`src/rtl/psm_carrier_ctrl.sv`:
```
// -----------------------------------------------------------------------------
// psm_carrier_ctrl
//
// Sequencer for the PSM deadtime stage. It produces the square-wave carrier
// (oPSM) from a programmable half-period. It also owns gate-enable sequencing:
// bootstrap precharge, run, graceful stop, and fault latch-off. Frequency and
// deadtime changes are staged in a pending register. They reach the active
// configuration only at period boundaries, so the carrier never glitches.
//
// Optional build macro: PSM_SOFTSTART_EN
//   When defined, the first SS_PERIODS periods after START->RUN run at twice
//   the programmed half-period.
//
// Ports
//   CLK          system clock
//   RST          asynchronous, active-low reset
//   iEN          level run request
//   iFAULT       level fault input, highest priority
//   iFAULT_CLR   pulse, clears the fault latch (only while iFAULT=0)
//   iUPDATE      pulse, captures iFREQUENCY/iDEADTIME into the pending config
//   iFREQUENCY   requested half-period in CLK cycles
//   iDEADTIME    requested deadtime in CLK cycles
//   oPSM         carrier to the deadtime stage
//   oDEADTIME    active deadtime
//   oGATE_EN     gate-driver enable
//   oSYNC        one-cycle pulse with every oPSM 0->1 edge
//   oSTATE       IDLE=0, START=1, RUN=2, STOP=3, FAULT=4
//   oCFG_ERR     sticky flag, set when the last update was rejected
// -----------------------------------------------------------------------------
module psm_carrier_ctrl #(
  parameter int BITS_DATA          = 16,
  parameter int DEADTIME_BITS_DATA = 8,
  parameter int BOOT_CYCLES        = 64,
  parameter int SS_PERIODS         = 16
) (
  input  logic                          CLK,
  input  logic                          RST,
  input  logic                          iEN,
  input  logic                          iFAULT,
  input  logic                          iFAULT_CLR,
  input  logic                          iUPDATE,
  input  logic [BITS_DATA-1:0]          iFREQUENCY,
  input  logic [DEADTIME_BITS_DATA-1:0] iDEADTIME,
  output logic                          oPSM,
  output logic [DEADTIME_BITS_DATA-1:0] oDEADTIME,
  output logic                          oGATE_EN,
  output logic                          oSYNC,
  output logic [2:0]                    oSTATE,
  output logic                          oCFG_ERR
);

  typedef enum logic [2:0] {
    S_IDLE  = 3'd0,
    S_START = 3'd1,
    S_RUN   = 3'd2,
    S_STOP  = 3'd3,
    S_FAULT = 3'd4
  } state_t;

  // The compare width is one bit wider than either operand, so deadtime+1
  // cannot wrap.
  localparam int CMP_W  = ((BITS_DATA > DEADTIME_BITS_DATA) ? BITS_DATA : DEADTIME_BITS_DATA) + 1;
  localparam int BOOT_W = $clog2(BOOT_CYCLES + 1);
  // A single counter times both the bootstrap precharge and the carrier halves.
  localparam int CNT_W  = (BOOT_W > BITS_DATA + 1) ? BOOT_W : BITS_DATA + 1;

  function automatic logic cfg_valid(input logic [BITS_DATA-1:0]          f,
                                     input logic [DEADTIME_BITS_DATA-1:0] d);
    logic [CMP_W-1:0] fz;
    logic [CMP_W-1:0] dz;
    fz = CMP_W'(f);
    dz = CMP_W'(d);
    return (fz >= CMP_W'(2)) && (fz > dz + CMP_W'(1));
  endfunction

  state_t                          state, state_n;
  logic [CNT_W-1:0]                cnt, cnt_n;
  logic                            psm, psm_n;
  logic                            gate, gate_n;
  logic                            sync, sync_n;
  logic [BITS_DATA-1:0]            act_hp, pend_hp;
  logic [DEADTIME_BITS_DATA-1:0]   act_dt, pend_dt;
  logic                            pend_flag;
  logic                            cfg_err;
  logic                            apply;
  logic                            upd_ok;
  logic                            tc;
  logic [BITS_DATA:0]              eff_hp;

  assign upd_ok = iUPDATE && cfg_valid(iFREQUENCY, iDEADTIME);

`ifdef PSM_SOFTSTART_EN
  localparam int SS_W = (SS_PERIODS < 1) ? 1 : $clog2(SS_PERIODS + 1);
  logic [SS_W-1:0] ss_cnt, ss_cnt_n;
  logic            in_ss;

  assign in_ss  = (ss_cnt < SS_W'(SS_PERIODS));
  assign eff_hp = in_ss ? {act_hp, 1'b0} : {1'b0, act_hp};

  always_ff @(posedge CLK or negedge RST) begin
    if (!RST) ss_cnt <= '0;
    else      ss_cnt <= ss_cnt_n;
  end
`else
  assign eff_hp = {1'b0, act_hp};
`endif

  // Terminal count of the current half-period.
  assign tc = (cnt == CNT_W'(eff_hp) - CNT_W'(1));

  // NOTE: every signal written here receives a default first, so no path
  // through the block can leave one unassigned and infer a latch.
  always_comb begin
    state_n = state;
    cnt_n   = cnt + CNT_W'(1);
    psm_n   = psm;
    gate_n  = gate;
    sync_n  = 1'b0;
    apply   = pend_flag && ((state == S_IDLE) || (state == S_FAULT));
`ifdef PSM_SOFTSTART_EN
    ss_cnt_n = ss_cnt;
`endif
    if (iFAULT) begin
      state_n = S_FAULT;
      cnt_n   = '0;
      psm_n   = 1'b0;
      gate_n  = 1'b0;
    end else begin
      case (state)
        S_IDLE: begin
          cnt_n  = '0;
          psm_n  = 1'b0;
          gate_n = 1'b0;
          if (iEN && cfg_valid(act_hp, act_dt)) begin
            state_n = S_START;
            gate_n  = 1'b1;
          end
        end
        S_START: begin
          if (!iEN) begin
            state_n = S_IDLE;
            gate_n  = 1'b0;
            cnt_n   = '0;
          end else if (cnt == CNT_W'(BOOT_CYCLES - 1)) begin
            // The first rising edge is a period boundary, like any later one.
            state_n = S_RUN;
            psm_n   = 1'b1;
            sync_n  = 1'b1;
            cnt_n   = '0;
            apply   = pend_flag;
`ifdef PSM_SOFTSTART_EN
            ss_cnt_n = '0;
`endif
          end
        end
        S_RUN, S_STOP: begin
          // Dropping iEN outranks the terminal count on the same clock, so a
          // pending low->high toggle becomes the end of the run instead.
          if ((state == S_RUN) && !iEN) state_n = S_STOP;
          if (tc) begin
            cnt_n = '0;
            if (psm) begin
              psm_n = 1'b0;
            end else if (state_n == S_STOP) begin
              state_n = S_IDLE;
              gate_n  = 1'b0;
            end else begin
              psm_n  = 1'b1;
              sync_n = 1'b1;
              apply  = pend_flag;
`ifdef PSM_SOFTSTART_EN
              if (in_ss) ss_cnt_n = ss_cnt + SS_W'(1);
`endif
            end
          end
        end
        S_FAULT: begin
          cnt_n = '0;
          if (iFAULT_CLR) state_n = S_IDLE;
        end
        default: begin
          state_n = S_IDLE;
          cnt_n   = '0;
          psm_n   = 1'b0;
          gate_n  = 1'b0;
        end
      endcase
    end
  end

  // NOTE: sequential state uses non-blocking assignments, so every register
  // here samples pre-edge values regardless of statement order.
  always_ff @(posedge CLK or negedge RST) begin
    if (!RST) begin
      state     <= S_IDLE;
      cnt       <= '0;
      psm       <= 1'b0;
      gate      <= 1'b0;
      sync      <= 1'b0;
      act_hp    <= '0;
      act_dt    <= '0;
      pend_hp   <= '0;
      pend_dt   <= '0;
      pend_flag <= 1'b0;
      cfg_err   <= 1'b0;
    end else begin
      state <= state_n;
      cnt   <= cnt_n;
      psm   <= psm_n;
      gate  <= gate_n;
      sync  <= sync_n;
      // Apply reads the old pending value. An update on the same clock
      // becomes the next pending value.
      if (apply) begin
        act_hp <= pend_hp;
        act_dt <= pend_dt;
      end
      if (upd_ok) begin
        pend_hp   <= iFREQUENCY;
        pend_dt   <= iDEADTIME;
        pend_flag <= 1'b1;
        cfg_err   <= 1'b0;
      end else begin
        if (apply)   pend_flag <= 1'b0;
        if (iUPDATE) cfg_err   <= 1'b1;
      end
    end
  end

  assign oPSM      = psm;
  assign oDEADTIME = act_dt;
  assign oGATE_EN  = gate;
  assign oSYNC     = sync;
  assign oSTATE    = state;
  assign oCFG_ERR  = cfg_err;

endmodule
```
`config.mk`:
```
export PLATFORM = sky130hd
export DESIGN_NAME = psm_carrier_ctrl
export DESIGN_NICKNAME = d
export VERILOG_FILES = /design/src/rtl/psm_carrier_ctrl.sv
export SDC_FILE = /design/constraint.sdc
export NUM_CORES = 1
export LEC_CHECK = 0
export ABC_AREA = 1
export BUFFER_PORTS_ARGS = -buffer_cell sky130_fd_sc_hd__buf_4
export CAP_MARGIN = 20
export CORE_MARGIN = 2
export CORE_UTILIZATION = 63
export DETAILED_ROUTE_END_ITERATION = 7
export PLACE_DENSITY_LB_ADDON = 0.1
export SYNTH_ARGS = -nofsm -noshare
export SYNTH_HDL_FRONTEND = slang
export SYNTH_SLANG_ARGS = --single-unit
```
`constraint.sdc`:
```
create_clock -name CLK -period 3.9 [get_ports CLK]
set_input_delay 0.78 -clock CLK [delete_from_list [all_inputs] [get_ports CLK]]
set_output_delay 0.78 -clock CLK [all_outputs]
set_load 0.005 [all_outputs]
```
# ---- Word-level counts from Yosys, hierarchy flattened
# Index checks and enable logic that the tools add are counted.
dict set report op_classes {
  add_sub_neg 4
  magnitude_cmp 4
  n_eq_ne 17
  muxes 47
  reduce_logical 15
}
# operator count
set ops {}
lappend ops {{$mux 17} 4}
lappend ops {{$pmux 17 s2} 1}
lappend ops {{$mux 3} 11}
lappend ops {{$ge 16x2->1 const B} 2}
lappend ops {{$gt 16x9->1} 2}
lappend ops {{$mux 1} 26}
lappend ops {{$ne 3x3->1 const B} 7}
lappend ops {{$add 8x1->9 const B} 2}
lappend ops {{$add 17x1->17 const B} 1}
lappend ops {{$eq 17x17->1} 1}
lappend ops {{$eq 17x6->1 const B} 1}
lappend ops {{$sub 16x1->17 const B} 1}
lappend ops {{$pmux 3 s4} 1}
lappend ops {{$eq 3x2->1 const B} 3}
lappend ops {{$logic_and 1x1->1} 6}
lappend ops {{$reduce_and 5->1} 1}
lappend ops {{$ne 4x4->1 const B} 1}
lappend ops {{$pmux 1 s2} 2}
lappend ops {{$pmux 1 s4} 1}
lappend ops {{$reduce_and 4->1} 1}
lappend ops {{$reduce_bool 2->1} 2}
lappend ops {{$eq 3x1->1 const B} 1}
lappend ops {{$eq 3x3->1 const B} 1}
lappend ops {{$logic_not 3->1} 1}
lappend ops {{other kinds (7)} 7}
dict set report totals {
  ff_bits 73
  inputBits 30
  out_inout_bits 15
  word_cells 98
}

# ---- Depth between registers and ports, before layout
# Gate-level depths: netlist of the first run.
dict set report logic_depth {
  word_depth 13
  depth_mapped 18
  ltp_nobuf 17
}

# ---- Least setup slack after synthesis of the first run
# No wires, ideal clock.
dict set report synth_path {
  path_kind {input to register}
  start {in iDEADTIME[0]}
  end {reg pend_dt[2]}
  setup_ns 0.117
  t_arrival_ns 2.709
  required_ns 3.783
  path_slack_ns 1.074
  cell_stages 16
  n_path_buf 2
  cell_sequence {nand3_1 > nand3b_1 > nand3b_1 > xor2_1 > ha_1 > nand2_1 > nor2_1 > nand2_1 > o211ai_1 > a21oi_1 > o21ai_1 > nand2_1 > buf_2 > buf_2 > nand2_1 > nand2_1}
}
dict set report synth_via {
  elab_chain_cells 4
}
# item line_no
set synth_lines {}
lappend synth_lines {{from (decl)} 43} ;# input logic [DEADTIME_BITS_DATA-1:0] iDEADTIME,
lappend synth_lines {{$add 8x1->9} 73} ;# return (fz >= CMP_W'(2)) && (fz > dz + CMP_W'(1));
lappend synth_lines {{$gt 16x9->1} 73}
lappend synth_lines {{$logic_and 1x1->1} 73}
lappend synth_lines {{$logic_and 1x1->1} 90} ;# assign upd_ok = iUPDATE && cfg_valid(iFREQUENCY, iDEADTIME);
lappend synth_lines {{to (signal assigned)} 220} ;# pend_dt <= iDEADTIME;
lappend synth_lines {{to (decl)} 82} ;# logic [DEADTIME_BITS_DATA-1:0] act_dt, pend_dt;
# No other way between the ends.
# A chain may end at the register's enable or synchronous reset.

# ---- Worst setup path in the final report of the first run
dict set report layout_path {
  start {in iDEADTIME[0]}
  end {reg pend_dt[6]}
}
# Same word-level chain as after synthesis.

==> results.cfg, run 1 <==
[logic_synthesis]
ys_seq_area_share_pct = 37.0
ys.flop_type = dfrtp_1
avgSynthCellArea_um2 = 7.48
yosys.area.top_type_share_pct = 37.0
async_reset_ff_share_pct = 100
synth_edf_count = 0
yosys-top-cells-area = dfrtp_1 (37%), nand2_1 (14%), nand3_1 (9.2%)
yosys_register_bits = 73
synth_cells = 659
yosysWarnings = 0
yosysTopAreaCell = dfrtp_1
ys_types = 40
netlist_area_mm2 = 0.00493
synth_nets = 712
synth.most_common_cell = nand2_1
synth_common_cells = nand2_1 (180), nand3_1 (91), dfrtp_1 (73)

[setup_path]
critical-path-top-delay-family = simple AND/OR/NAND/NOR gates
reg2reg_to = act_hp[2]
cp.required_ns = 4.12
crit_chain = buf_4 -> ha_1 -> nand3_1 -> nand3b_1 -> xor2_1 -> ha_1 -> nand2_1 -> nor2_1 -> nand2_1 -> o211ai_1 -> a21oi_1 -> o21ai_1 -> buf_4 -> nand2_1 -> buf_4 -> nand2_1 -> o21ai_0
max_stage_delay_ns = 0.28
r2r_slack_ns = 1.34
crit_path_top_delay_cell = ha_1
rr_startpoint = act_hp[0]
end_kind = flip-flop
r2r_cells = 16
crit_buf_inv = 3
critPathArrivalTime_ns = 3.10
cp_common_cell = nand2_1
path_max_fanout = 28
worst-setup-path-type = input port to flip-flop
cp-start-kind = input port

[clock_network]
tritoncts = done
clk_latency_ns = 0.35
clk_pin_slew_ns = 0.08
cts_root_buffer = clkbuf_8
postCtsSetupRepairBufs = 0
cts.sinks = 73
h-tree-depth = 3
cts_hold_buf = 0
cts_buffers = 9
cts_resized = 0
cts.path.max_buffers = 2

[power]
combPwrFrac_pct = 26.1
power.leakage_nw = 2.80
ir_drop_mv = 0.312
p_switching_uw = 723
p_seq_share_pct = 43.4
switching_share_pct = 33.9
p_per_area_mw_per_mm2 = 388
p_total_mw = 2.13
clkPwrFrac_pct = 30.5
p_int_mw = 1.41

[sta]
hold_violations = 0
finClkSkew_ns = 0.0151
max_freq_mhz = 347
min_period_ns = 2.88
period_share_pct = 73.8
rsz0062_at_grt = no
setup_viol = 0
slew_headroom_pct = 29.2
tightest_slew_ns = 1.06
tns_ns = 0
maxSlewViolCount = 0

[floorplan]
chipHeight_um = 92.5
num_io_pins = 45
initial_core_util_pct = 64.5
rows = 32
core_mm2 = 0.00765
die_w_um = 92.5
die_area_mm2 = 0.00855

[global_route]
antenna_found_initial = 0
track_usage_pct = 29.5
grt_max_degree = 74
gr-total-overflow = 0
grt_pass1_wl_um = 20100
grt_pass1_vias = 4352

[status]
status = completed

[placed_design]
dp_hpwl_um = 8870
port_buffers = 44
routabilityCongestion = 1.01

[final_layout]
nets = 751
drive_gt1_share_pct = 15.5
diodes = 0
area_delta_synth_final_pct = 11.5

[min_path]
hp-class = flip-flop to flip-flop
min_from = pend_hp[3]
min_to = pend_hp[3]
holdPathStages = 2

[drt]
vias = 4492
detail_route.vias_per_cell = 5.58
wl_um = 11500
wl_per_cell_um = 14.3
drc = 0
dr.first_iter.drc_count = 274
antenna_left = 0
drt_pass1_iterations = 5

[job]
maxCapViolCount = 0
==> kinds of logic (layout without fill, tap and decap cells) <==
| logic type | after synthesis | in the layout | share of synthesized area (%) |
|---|---|---|---|
| XOR/XNOR | 31 | 31 | 5.50 |
| AO/OA/AOI/OAI | 36 | 36 | 4.19 |
| flip-flops | 73 | 73 | 37.0 |
| adder cells (fa/ha/maj) | 23 | 23 | 5.83 |
| buffers and inverters | 82 | 126 | 7.46 |
| AND/OR/NAND/NOR | 414 | 414 | 40.0 |
==> registers in the layout, indices dropped and copies added, names as in the netlist <==
register,cells
oPSM,1
act_hp,16
cnt,17
oGATE_EN,1
pend_flag,1
pend_dt,8
oDEADTIME,8
pend_hp,16
oSTATE,3
oSYNC,1
oCFG_ERR,1
==> worst min-delay path, stage by stage, from the launching register on <==
cell and delay (ns):
dfrtp_1 0.35, nand2_1 0.05, nand2_1 0.04
==> cells in the final DEF (no fill, tap or decap), types with 3 or more instances in the layout <==
master	n
nor2_4	3
clkbuf_8	9
buf_4	47
nand2_2	8
ha_1	23
nor2_1	60
nor4_1	5
o21ai_0	14
nand4_1	8
xor2_1	23
a21oi_1	12
dfrtp_1	73
nor3_1	9
xnor2_1	8
nand3_1	91
nand3b_1	12
nor2_2	15
inv_1	63
nand3_2	15
nand2_1	180
==> worst max path at each step <==
stage / slack [ns] / cells past startpoint / from / to
after floorplan: 1.07 / 16 / iDEADTIME[0] / pend_dt[2]
after global placement: 0.78 / 13 / iDEADTIME[2] / pend_dt[0]
after detailed placement: 0.68 / 14 / iDEADTIME[0] / pend_hp[0]
after CTS: 1.04 / 14 / iDEADTIME[0] / pend_hp[0]
after global routing: 0.80 / 14 / iDEADTIME[1] / pend_dt[5]
final: 1.02 / 17 / iDEADTIME[0] / pend_dt[6]
==> layout make-up <==
class	instances	area, um^2
clock buffer	10	128
sequential	73	1830
inverter	63	236
multi-input combinational	504	2740
timing repair buffer	47	353
clock inverter	6	90.1
tap	102	128
fill	644	2150
==> per-stage QoR <==
step	worst slack, ns	cells	area [um^2]	util, %	hold slack [ns]
after floorplan	1.07	659	4930	-	0.443
after global placement	0.776	789	5280	69.1	0.458
after detailed placement	0.675	789	5280	69.1	0.461
after CTS	1.04	805	5500	71.9	0.481
after global routing	0.802	805	5500	71.9	0.509
final	1.02	805	5500	71.9	0.476
==> routing by layer <==
| metal | share of wire [%] | vias up | global-route usage [%] |
|---|---|---|---|
| li1 | - | 2220 | - |
| met1 | 44 | 2079 | 39.5 |
| met2 | 48 | 160 | 48.6 |
| met3 | 5.5 | 33 | 3.91 |
| met4 | 2.9 | 0 | 11.9 |
| met5 | 0 | - | 0 |
==> power groups by stage <==
| stage | sequential (mW) | clock (mW) | combinational [mW] |
|---|---|---|---|
| floorplan | 0.907 | 0 | 0.400 |
| global placement | 0.936 | 0 | 0.531 |
| detailed placement | 0.940 | 0 | 0.555 |
| CTS | 0.925 | 0.660 | 0.558 |
| global route | 0.940 | 0.689 | 0.638 |
| finish | 0.927 | 0.651 | 0.557 |
Power figures use the tool's default switching activity.
==> run 2: changes to the inputs <==
Settings changed: CORE_UTILIZATION 63 to 54.
Clock period 3.9 ns to 2.5 ns, I/O delays scaled along.
==> results.cfg, run 2 (synthesis results as in run 1) <==
[status]
status = completed

[global_route]
grt_pass1_vias = 4298
track_usage_pct = 24.3
grt_pass1_wl_um = 19600
grt_max_degree = 46
antenna_found_initial = 0
gr-total-overflow = 0

[final_layout]
nets = 767
top_regs = cnt: 17 flops, act_hp: 16 flops, pend_hp: 16 flops
seqCellArea_mm2 = 0.00183
multiInputGateArea_mm2 = 0.00280
fin_util_pct = 65.1
top_register = cnt
mostFrequentLayoutCell = nand2_1
final_cell_area_mm2 = 0.00574
largest_register_ffs = 17
diodes = 0
n_fill_cell = 799
layout_common_cells = nand2_1 (178), nand3_1 (88), dfrtp_1 (73)
drive_gt1_share_pct = 19.3
area_delta_synth_final_pct = 16.3

[job]
maxCapViolCount = 0

[setup_path]
path_max_fanout = 5
crit_buf_inv = 1
critical-path-top-delay-family = simple AND/OR/NAND/NOR gates
end_kind = flip-flop
max_stage_delay_ns = 0.44
cp.required_ns = 2.80
crit_path_top_delay_cell = dfrtp_1
worst-setup-path-type = flip-flop to flip-flop
worst-path-stages = 17
r2r_cells = 17
cp-start-kind = flip-flop
critPathArrivalTime_ns = 2.71
cp_common_cell = nand2_1
crit_chain = nand3_2 -> nand3b_1 -> nand3b_1 -> xor2_1 -> ha_1 -> nand2_2 -> nor2_2 -> nand2_1 -> nand2_1 -> nand2_1 -> nand2_1 -> nand4_1 -> nand3_1 -> nand3_2 -> inv_2 -> nand2_1 -> nand2_1

[floorplan]
initial_core_util_pct = 56.0
core_mm2 = 0.00881
die_area_mm2 = 0.00991
num_io_pins = 45
rows = 34
die_w_um = 99.6
chipHeight_um = 99.6

[min_path]
hp-class = input port to asynchronous set/reset pin

[sta]
rsz0062_at_grt = yes
tightest_slew_ns = 0.589
hold_violations = 0
holdWs_ns = 0.131
min_period_ns = 2.41
finClkSkew_ns = 0.00967
setup_viol = 0
layout_setup_ws_ns = 0.0905
maxSlewViolCount = 0
slew_headroom_pct = 60.7
period_share_pct = 96.4
max_freq_mhz = 415

[drt]
vias = 4429
wl_um = 11600
detail_route.vias_per_cell = 5.36
dr.first_iter.drc_count = 154
wl_per_cell_um = 14.0
antenna_left = 0
drt_pass1_iterations = 5
drc = 0

[clock_network]
clk_latency_ns = 0.36
cts.path.max_buffers = 2
h-tree-depth = 3
clk_pin_slew_ns = 0.09
cts_buffers = 9
tritoncts = done
cts_root_buffer = clkbuf_8
cts.sinks = 73

[placed_design]
port_buffers = 44
routabilityCongestion = 0.909
dp_hpwl_um = 8670
place_ws_ns = -0.139
placed_area_mm2 = 0.00542

[power]
ir_drop_mv = 0.424
p_per_area_mw_per_mm2 = 587
power.leakage_nw = 2.87
## run 2: changes by cell type in the layout (fill, tap and decap cells not counted), sizes merged
cell    before  now
inv         64   65
clkbuf      10   11
buf         47   62
bufinv       2    1
## run 2: power by group
part           internal, mW  switching [mW]  leakage (nW)
Sequential             1.29           0.148         0.933
Combinational         0.394           0.539          1.84
Clock                 0.499           0.500         0.103
Total                  2.18            1.19          2.87
## run 2: path summary, 6_finish.rpt
| path | slack [ns] | end | from |
|---|---|---|---|
| worst max-delay path | 0.09 | oSTATE[0] | oDEADTIME[0] |
| worst min-delay path | 0.13 | act_hp[2] | RST |
| worst max register to register | 0.09 | oSTATE[0] | oDEADTIME[0] |
| worst min register to register | 0.48 | pend_hp[6] | pend_hp[6] |
| max in group asynchronous | 1.78 | pend_dt[6] | RST |
| min in group CLK | 0.37 | pend_hp[14] | iFREQUENCY[14] |
## run 2: stage by stage
stage,instances,setup TNS (ns),power (mW)
final,827,0,3.37
after CTS,823,0,3.34
after global placement,807,-0.241,2.30
after detailed placement,807,-2.67,2.34
after floorplan,659,0,2.04
after global routing,827,-0.240,3.58
## run 2: final cells by class
class,instances,share of cell area (%)
multi-input combinational,504,48.8
clock buffer,10,2.40
sequential,73,31.8
timing repair buffer,63,9.20
inverter,63,4.12
clock inverter,6,1.26
tap,108,2.36
## run 2: metal layers
layer	track usage (%)	wire length, um	vias up	share of wire [%]
met2	42.4	5840	88	50
met5	0	0	-	0
met1	30.7	5040	2068	44
met3	3.79	459	22	4.0
li1	-	-	2251	-
met4	8.64	228	0	2.0
## run 2: timing repair
action | in CTS | in global routing
setup endpoints to repair | 0 | 46
gates resized for setup | 0 | 15
buffers inserted | 0 | 3
hold buffers | 0 | 0
